--- config.mk ---
export PLATFORM = sky130hd
export DESIGN_NAME = switch_code_capture
export DESIGN_NICKNAME = d
export VERILOG_FILES = /design/src/rtl/switch_pkg.sv /design/src/rtl/switch_debounce.sv /design/src/rtl/switch_code_capture.sv
export SDC_FILE = /design/constraint.sdc
export NUM_CORES = 1
export LEC_CHECK = 0
export ABC_AREA = 1
export CELL_PAD_IN_SITES_DETAIL_PLACEMENT = 0
export CELL_PAD_IN_SITES_GLOBAL_PLACEMENT = 1
export CORE_MARGIN = 2
export CORE_UTILIZATION = 39
export DETAILED_ROUTE_END_ITERATION = 8
export MAX_ROUTING_LAYER = met4
export PLACE_DENSITY_LB_ADDON = 0.1
export SLEW_MARGIN = 20
export SYNTH_ARGS = -nofsm -noshare
export SYNTH_HDL_FRONTEND = slang
export SYNTH_SLANG_ARGS = --single-unit
--- constraint.sdc ---
create_clock -name CLK -period 2.3 [get_ports CLK]
set_input_delay 0.23 -clock CLK [delete_from_list [all_inputs] [get_ports CLK]]
set_output_delay 0.23 -clock CLK [all_outputs]
set_load 0.01 [all_outputs]
--- src/rtl/switch_pkg.sv ---
// Shared switch front-end constants: event encodings, sync depth and arm delay.
// Also consumed by the downstream code-compare logic.
package switch_pkg;

  localparam logic [1:0] EVT_DOWN     = 2'd0;
  localparam logic [1:0] EVT_UP       = 2'd1;
  localparam logic [1:0] EVT_UNCHANGE = 2'd2;

  localparam int unsigned SYNC_STAGES = 2;
  localparam int unsigned ARM_CYCLES  = 3;

  typedef enum logic {
    StArming,
    StArmed
  } arm_state_e;

  // True when more than one bit of a switch vector is set.
  function automatic logic is_multi_hot(input logic [15:0] v);
    return (v & (v - 16'd1)) != 16'd0;
  endfunction

endpackage

--- src/rtl/switch_debounce.sv ---
// One-bit debounce qualifier: flags acceptance once the synced level has
// disagreed with the committed history for DEB_CYCLES consecutive cycles.
module switch_debounce #(
  parameter int unsigned DEB_CYCLES = 16
) (
  input  logic i_clk,
  input  logic i_rst_n,
  input  logic i_sync,
  input  logic i_hist,
  output logic o_accept
);

  localparam int unsigned CNT_W = $clog2(DEB_CYCLES + 1);

  logic [CNT_W-1:0] r_cnt;
  logic [CNT_W-1:0] w_cnt_nxt;

  // Any cycle where sync agrees with history restarts the stability window.
  always_comb begin
    w_cnt_nxt = '0;
    o_accept  = 1'b0;
    if (i_sync != i_hist) begin
      if (r_cnt == CNT_W'(DEB_CYCLES)) begin
        o_accept = 1'b1;
      end else begin
        w_cnt_nxt = r_cnt + CNT_W'(1);
      end
    end
  end

  always_ff @(posedge i_clk or negedge i_rst_n) begin
    if (!i_rst_n) begin
      r_cnt <= '0;
    end else begin
      r_cnt <= w_cnt_nxt;
    end
  end

endmodule

--- src/rtl/switch_code_capture.sv ---
// Switch front-end: synchronise, classify UP/DOWN/UNCHANGE, capture rising indices as code digits.
// Define SWITCH_DEBOUNCE_EN to insert a per-bit switch_debounce stage after the synchroniser.
module switch_code_capture
  import switch_pkg::*;
#(
  parameter int unsigned SW_N       = 10,
  parameter int unsigned CODE_DEPTH = 4,
  parameter int unsigned DIGIT_W    = 4,
  parameter int unsigned DEB_CYCLES = 16
) (
  input  logic                               CLK,
  input  logic                               RST_N,
  input  logic [SW_N-1:0]                    SW,
  input  logic                               CLR,
  output logic [SW_N-1:0]                    SW_State,
  output logic [1:0]                         Evt,
  output logic [DIGIT_W-1:0]                 Evt_Idx,
  output logic [CODE_DEPTH*DIGIT_W-1:0]      Code,
  output logic [$clog2(CODE_DEPTH+1)-1:0]    Code_Cnt,
  output logic                               Code_Full,
  output logic                               Code_Vld,
  output logic                               Multi_Err
);

  localparam int unsigned CODE_W = CODE_DEPTH * DIGIT_W;
  localparam int unsigned CNT_W  = $clog2(CODE_DEPTH + 1);
  localparam int unsigned ARM_W  = $clog2(ARM_CYCLES + 1);

  if (SW_N < 2 || SW_N > 16 || CODE_DEPTH < 1 || CODE_DEPTH > 8 ||
      DIGIT_W < $clog2(SW_N) || DEB_CYCLES < 1) begin : g_cfg_err
    $error("switch_code_capture: unsupported parameter combination");
  end

  // Input synchroniser
  logic [SW_N-1:0] r_sync [SYNC_STAGES];
  logic [SW_N-1:0] w_sync;

  always_ff @(posedge CLK or negedge RST_N) begin
    if (!RST_N) begin
      for (int s = 0; s < SYNC_STAGES; s++) begin
        r_sync[s] <= '0;
      end
    end else begin
      r_sync[0] <= SW;
      for (int s = 1; s < SYNC_STAGES; s++) begin
        r_sync[s] <= r_sync[s-1];
      end
    end
  end

  assign w_sync = r_sync[SYNC_STAGES-1];

  // Arm sequencer: edge detection stays off while the sync chain refills after reset.
  arm_state_e       r_arm_state;
  arm_state_e       w_arm_state_nxt;
  logic [ARM_W-1:0] r_arm_cnt;
  logic [ARM_W-1:0] w_arm_cnt_nxt;
  logic             w_armed;

  always_comb begin
    w_arm_state_nxt = r_arm_state;
    w_arm_cnt_nxt   = r_arm_cnt;
    w_armed         = 1'b0;
    unique case (r_arm_state)
      StArming: begin
        if (r_arm_cnt == ARM_W'(ARM_CYCLES - 1)) begin
          w_arm_state_nxt = StArmed;
        end else begin
          w_arm_cnt_nxt = r_arm_cnt + ARM_W'(1);
        end
      end
      StArmed: begin
        w_armed = 1'b1;
      end
    endcase
  end

  always_ff @(posedge CLK or negedge RST_N) begin
    if (!RST_N) begin
      r_arm_state <= StArming;
      r_arm_cnt   <= '0;
    end else begin
      r_arm_state <= w_arm_state_nxt;
      r_arm_cnt   <= w_arm_cnt_nxt;
    end
  end

  // Level that history should adopt this cycle when armed.
  logic [SW_N-1:0] r_hist;
  logic [SW_N-1:0] w_target;

`ifdef SWITCH_DEBOUNCE_EN
  logic [SW_N-1:0] w_accept;

  for (genvar g = 0; g < SW_N; g++) begin : g_deb
    switch_debounce #(
      .DEB_CYCLES (DEB_CYCLES)
    ) u_deb (
      .i_clk    (CLK),
      .i_rst_n  (RST_N),
      .i_sync   (w_sync[g]),
      .i_hist   (r_hist[g]),
      .o_accept (w_accept[g])
    );
  end

  assign w_target = (w_accept & w_sync) | (~w_accept & r_hist);
`else
  assign w_target = w_sync;
`endif

  logic [SW_N-1:0] w_rise;
  logic [SW_N-1:0] w_fall;
  logic            w_multi;

  assign w_rise  = w_armed ? (w_target & ~r_hist) : '0;
  assign w_fall  = w_armed ? (~w_target & r_hist) : '0;
  assign w_multi = is_multi_hot(16'(w_rise));

  // Lowest-index priority encoders and event classification
  logic [DIGIT_W-1:0] w_rise_idx;
  logic [DIGIT_W-1:0] w_fall_idx;
  logic [1:0]         w_evt;
  logic [DIGIT_W-1:0] w_idx;

  always_comb begin
    w_rise_idx = '0;
    w_fall_idx = '0;
    w_evt      = EVT_UNCHANGE;
    w_idx      = '0;
    for (int i = SW_N - 1; i >= 0; i--) begin
      if (w_rise[i]) w_rise_idx = DIGIT_W'(i);
      if (w_fall[i]) w_fall_idx = DIGIT_W'(i);
    end
    if (|w_rise) begin
      w_evt = EVT_UP;
      w_idx = w_rise_idx;
    end else if (|w_fall) begin
      w_evt = EVT_DOWN;
      w_idx = w_fall_idx;
    end
  end

  // Digit shift register; CLR takes priority over a same-cycle capture.
  logic [CODE_W-1:0] r_code;
  logic [CODE_W-1:0] w_code_nxt;
  logic [CNT_W-1:0]  r_code_cnt;
  logic [CNT_W-1:0]  w_cnt_nxt;
  logic              r_code_vld;
  logic              w_vld_nxt;
  logic              r_multi_err;
  logic              w_multi_nxt;
  logic              w_full;
  logic              w_capture;
  logic [1:0]        r_evt;
  logic [DIGIT_W-1:0] r_evt_idx;

  assign w_full    = (r_code_cnt == CNT_W'(CODE_DEPTH));
  assign w_capture = (w_evt == EVT_UP) && !w_full;

  always_comb begin
    w_code_nxt  = r_code;
    w_cnt_nxt   = r_code_cnt;
    w_vld_nxt   = 1'b0;
    w_multi_nxt = r_multi_err;
    if (CLR) begin
      w_code_nxt  = '0;
      w_cnt_nxt   = '0;
      w_multi_nxt = 1'b0;
    end else begin
      if (w_capture) begin
        w_code_nxt = (r_code << DIGIT_W) | CODE_W'(w_idx);
        w_cnt_nxt  = r_code_cnt + CNT_W'(1);
        w_vld_nxt  = (w_cnt_nxt == CNT_W'(CODE_DEPTH));
      end
      if (w_multi) begin
        w_multi_nxt = 1'b1;
      end
    end
  end

  always_ff @(posedge CLK or negedge RST_N) begin
    if (!RST_N) begin
      r_hist      <= '0;
      r_evt       <= EVT_UNCHANGE;
      r_evt_idx   <= '0;
      r_code      <= '0;
      r_code_cnt  <= '0;
      r_code_vld  <= 1'b0;
      r_multi_err <= 1'b0;
    end else begin
      r_hist      <= w_armed ? w_target : w_sync;
      r_evt       <= w_evt;
      r_evt_idx   <= w_idx;
      r_code      <= w_code_nxt;
      r_code_cnt  <= w_cnt_nxt;
      r_code_vld  <= w_vld_nxt;
      r_multi_err <= w_multi_nxt;
    end
  end

  assign SW_State  = r_hist;
  assign Evt       = r_evt;
  assign Evt_Idx   = r_evt_idx;
  assign Code      = r_code;
  assign Code_Cnt  = r_code_cnt;
  assign Code_Full = w_full;
  assign Code_Vld  = r_code_vld;
  assign Multi_Err = r_multi_err;

endmodule
==> impl_metrics.env <==
export IMPL_fin_skew_ns=0.00777
export IMPL_clockRootBuffer="clkbuf_8"
export IMPL_finalCritPeriodShare_pct=85.4
export IMPL_tightest_slew_ns=0.393
export IMPL_rows=29
export IMPL_antenna_found_initial=0
export IMPL_seqPwrFrac_pct=48.4
export IMPL_p_switching_mw=0.588
export IMPL_max_cap_viol_count=0
export IMPL_vias_per_cell=4.59
export IMPL_totalWireLength_um=4790
export IMPL_grt_first_pass_wirelength_um=8290
export IMPL_period_needed_ns=1.96
export IMPL_grt_pass1_vias=1770
export IMPL_power_density_nw_per_um2=724
export IMPL_antenna_cells=0
export IMPL_fin_tns_setup_ns=0
export IMPL_p_leak_nw=1.54
export IMPL_die_area_um2=7090
export IMPL_syn_inst=237
export IMPL_holdWs_ns=0.323
export IMPL_die_w_um=84.2
export IMPL_synth_common_cells="59 x dfrtp_1, 50 x nand2_1, 31 x inv_1"
export IMPL_crit_family="buffers and inverters"
export IMPL_rsz0062_at_grt="no"
export IMPL_area_delta_synth_final_pct=30.9
export IMPL_vdd_drop_max_uv=431
export IMPL_path_cells="inv_1 > ha_1 > nand2_1 > inv_1 > clkdlybuf4s50_1"
export IMPL_fp_dieH_um=84.2
export IMPL_setup_viol=0
export IMPL_slew_violations=0
export IMPL_ios=51
export IMPL_synth_nets=254
export IMPL_path_clk_slew_ns=0.06
export IMPL_cts_htree_levels=3
export IMPL_p_int_mw=1.79
export IMPL_yosys_area_top_type="dfrtp_1"
export IMPL_numCtsBuffers=9
export IMPL_dp_hpwl_um=3490
export IMPL_cp_data_required_time_ns=2.07
export IMPL_worstSkewPairLatency_ns=0.34
export IMPL_combPwrFrac_pct=14.2
export IMPL_hold_violations=0
export IMPL_critPathKind="flop to output pin"
export IMPL_cts_tree="done"
export IMPL_grtUsageTotal_pct=15.9
export IMPL_post_cts_buffers=0
export IMPL_overflow=0
export IMPL_fin_nets=316
export IMPL_grt_max_degree=34
export IMPL_fmax_mhz=509
export IMPL_drt_initial_drc_count=105
export IMPL_ys_ff_latch=60
export IMPL_core_region_area_um2=6280
export IMPL_syn_area_um2=2510
export IMPL_synth_edff_count=0
export IMPL_synth_most_common_cell="dfrtp_1"
export IMPL_routed_via_count=1743
export IMPL_crit_arrival_ns=1.73
export IMPL_yosys_top_cells_area="dfrtp_1 59%, nand2_1 7.5%, inv_1 4.6%"
export IMPL_slowest_stage="clkdlybuf4s50_1"
export IMPL_cp_num_buf_inv=3
export IMPL_port_buffers=50
export IMPL_critical_path_endpoint_type="output pin"
export IMPL_drive_gt1_share_pct=17.8
export IMPL_synthArstFlopShare_pct=100
export IMPL_max_stage_delay_ns=0.53
export IMPL_clockBufferDepth=2
export IMPL_initial_utilization_pct=40.0
export IMPL_ys_flop_type="dfrtp_1"
export IMPL_yosysSeqAreaShare_pct=59.9
export IMPL_clock_sinks=60
export IMPL_pwr_share_clk_pct=37.5
export IMPL_gp_congestion=0.778
export IMPL_setup_worst_path_start_class="flop"
export IMPL_cpMostUsedCell="inv_1"
export IMPL_yosysUniqueCellTypes=29
export IMPL_dr_pass1_iters=4
export IMPL_switching_share_pct=24.7
export IMPL_hp_class="input pin to flop"
export IMPL_postRouteAntennaNets=0
export IMPL_status="completed"
export IMPL_cp_max_fo=3
export IMPL_yosysTopAreaCellShare_pct=58.9
export IMPL_wl_per_cell_um=12.6
export IMPL_yosysWarningCount=0
export IMPL_postSynthAreaPerCell_um2=10.6
export IMPL_slew_headroom_pct=73.5
export IMPL_drc=0
[power by group through the flow]
stage / clock, mW / combinational (mW) / sequential (mW)
after detailed placement: 0 / 0.339 / 1.17
after floorplan: 0 / 0.166 / 1.18
after global placement: 0 / 0.344 / 1.17
after CTS: 0.924 / 0.343 / 1.15
after global routing: 0.974 / 0.377 / 1.16
final: 0.891 / 0.337 / 1.15
[final timing paths]
kind / depth (start not counted) / slack (ns) / to / from
hold / removal: 1 / 0.32 / r_sync[15]$_DFF_PN0_ / SW[5]
min in group asynchronous: 3 / 0.44 / r_sync[15]$_DFF_PN0_ / RST_N
max in group asynchronous: 3 / 1.50 / Evt[1]$_DFF_PN1_ / RST_N
hold reg to reg: 0 / 0.35 / w_sync[0]$_DFF_PN0_ / r_sync[10]$_DFF_PN0_
setup / recovery: 5 / 0.34 / Code_Full / Code_Cnt[0]$_DFFE_PN0P_
setup reg to reg: 11 / 0.43 / Code[15]$_DFFE_PN0P_ / r_arm_state$_DFF_PN0_
[flip-flops by register name, indices dropped and copies added (netlist names)]
signal,flops
Code,16
Code_Cnt,3
Code_Vld,1
Evt,2
Evt_Idx,4
Multi_Err,1
SW_State,10
r_arm_cnt,2
r_arm_state,1
r_sync,10
w_sync,10
[cell type report]
cell class / count / area, µm²
clock inverter: 2 / 35.0
timing repair buffer: 54 / 528
inverter: 36 / 140
fill: 573 / 2990
tap: 77 / 96.3
clock buffer: 13 / 149
sequential: 60 / 1500
multi-input combinational: 138 / 832
[cell usage in the layout, fill, tap and decap left out, types with 4 or more instances in the layout]
master and instances:
clkbuf_8 10, dfrtp_1 59, nor2_2 5, nand3_1 6, clkdlybuf4s50_1 49, a21oi_1 5
o21ai_1 8, o22ai_2 9, o21ai_0 6, nand2_1 50, nor2_1 18, nand2_2 7
ha_1 4, inv_1 31
[worst register-to-register path: cells and delay by family (launching register included)]
family          cells  cell delay, ns
buf+inv             2            0.21
flops               1            0.49
simple gates        8            1.03
compound gates      1            0.07
[repair_timing]
action,in CTS,in global routing
resized for setup,0,0
hold endpoints to repair,59,0
hold buffers,1,0
[logic make-up after synthesis]
| family | Yosys count | share of synthesized area [%] |
|---|---|---|
| adder cells (fa/ha/maj) | 4 | 2.00 |
| AO/OA/AOI/OAI | 36 | 10.6 |
| XOR/XNOR | 1 | 0.349 |
| flip-flops | 60 | 59.9 |
| buffers and inverters | 39 | 6.93 |
| AND/OR/NAND/NOR | 97 | 20.2 |
[metrics by stage]
| stage | cell area (µm²) | setup slack, ns | instances | power, mW | utilization (%) |
|---|---|---|---|---|---|
| floorplan | 2510 | 0.710 | 237 | 1.35 | - |
| global placement | 3090 | 0.477 | 364 | 1.51 | 49.2 |
| detailed placement | 3090 | 0.429 | 364 | 1.51 | 49.2 |
| CTS | 3280 | 0.306 | 380 | 2.42 | 52.3 |
| global route | 3280 | 0.227 | 380 | 2.51 | 52.3 |
| finish | 3280 | 0.335 | 380 | 2.38 | 52.3 |
[per-layer routing]
layer / up-vias / share of wire (%) / global-route usage (%)
li1: 877 / - / -
met1: 819 / 48 / 20.7
met2: 36 / 44 / 21.7
met3: 11 / 4.6 / 5.41
met4: 0 / 2.5 / 8.80
met5: - / 0 / -
Note: power is estimated with default switching activity, not from simulation.
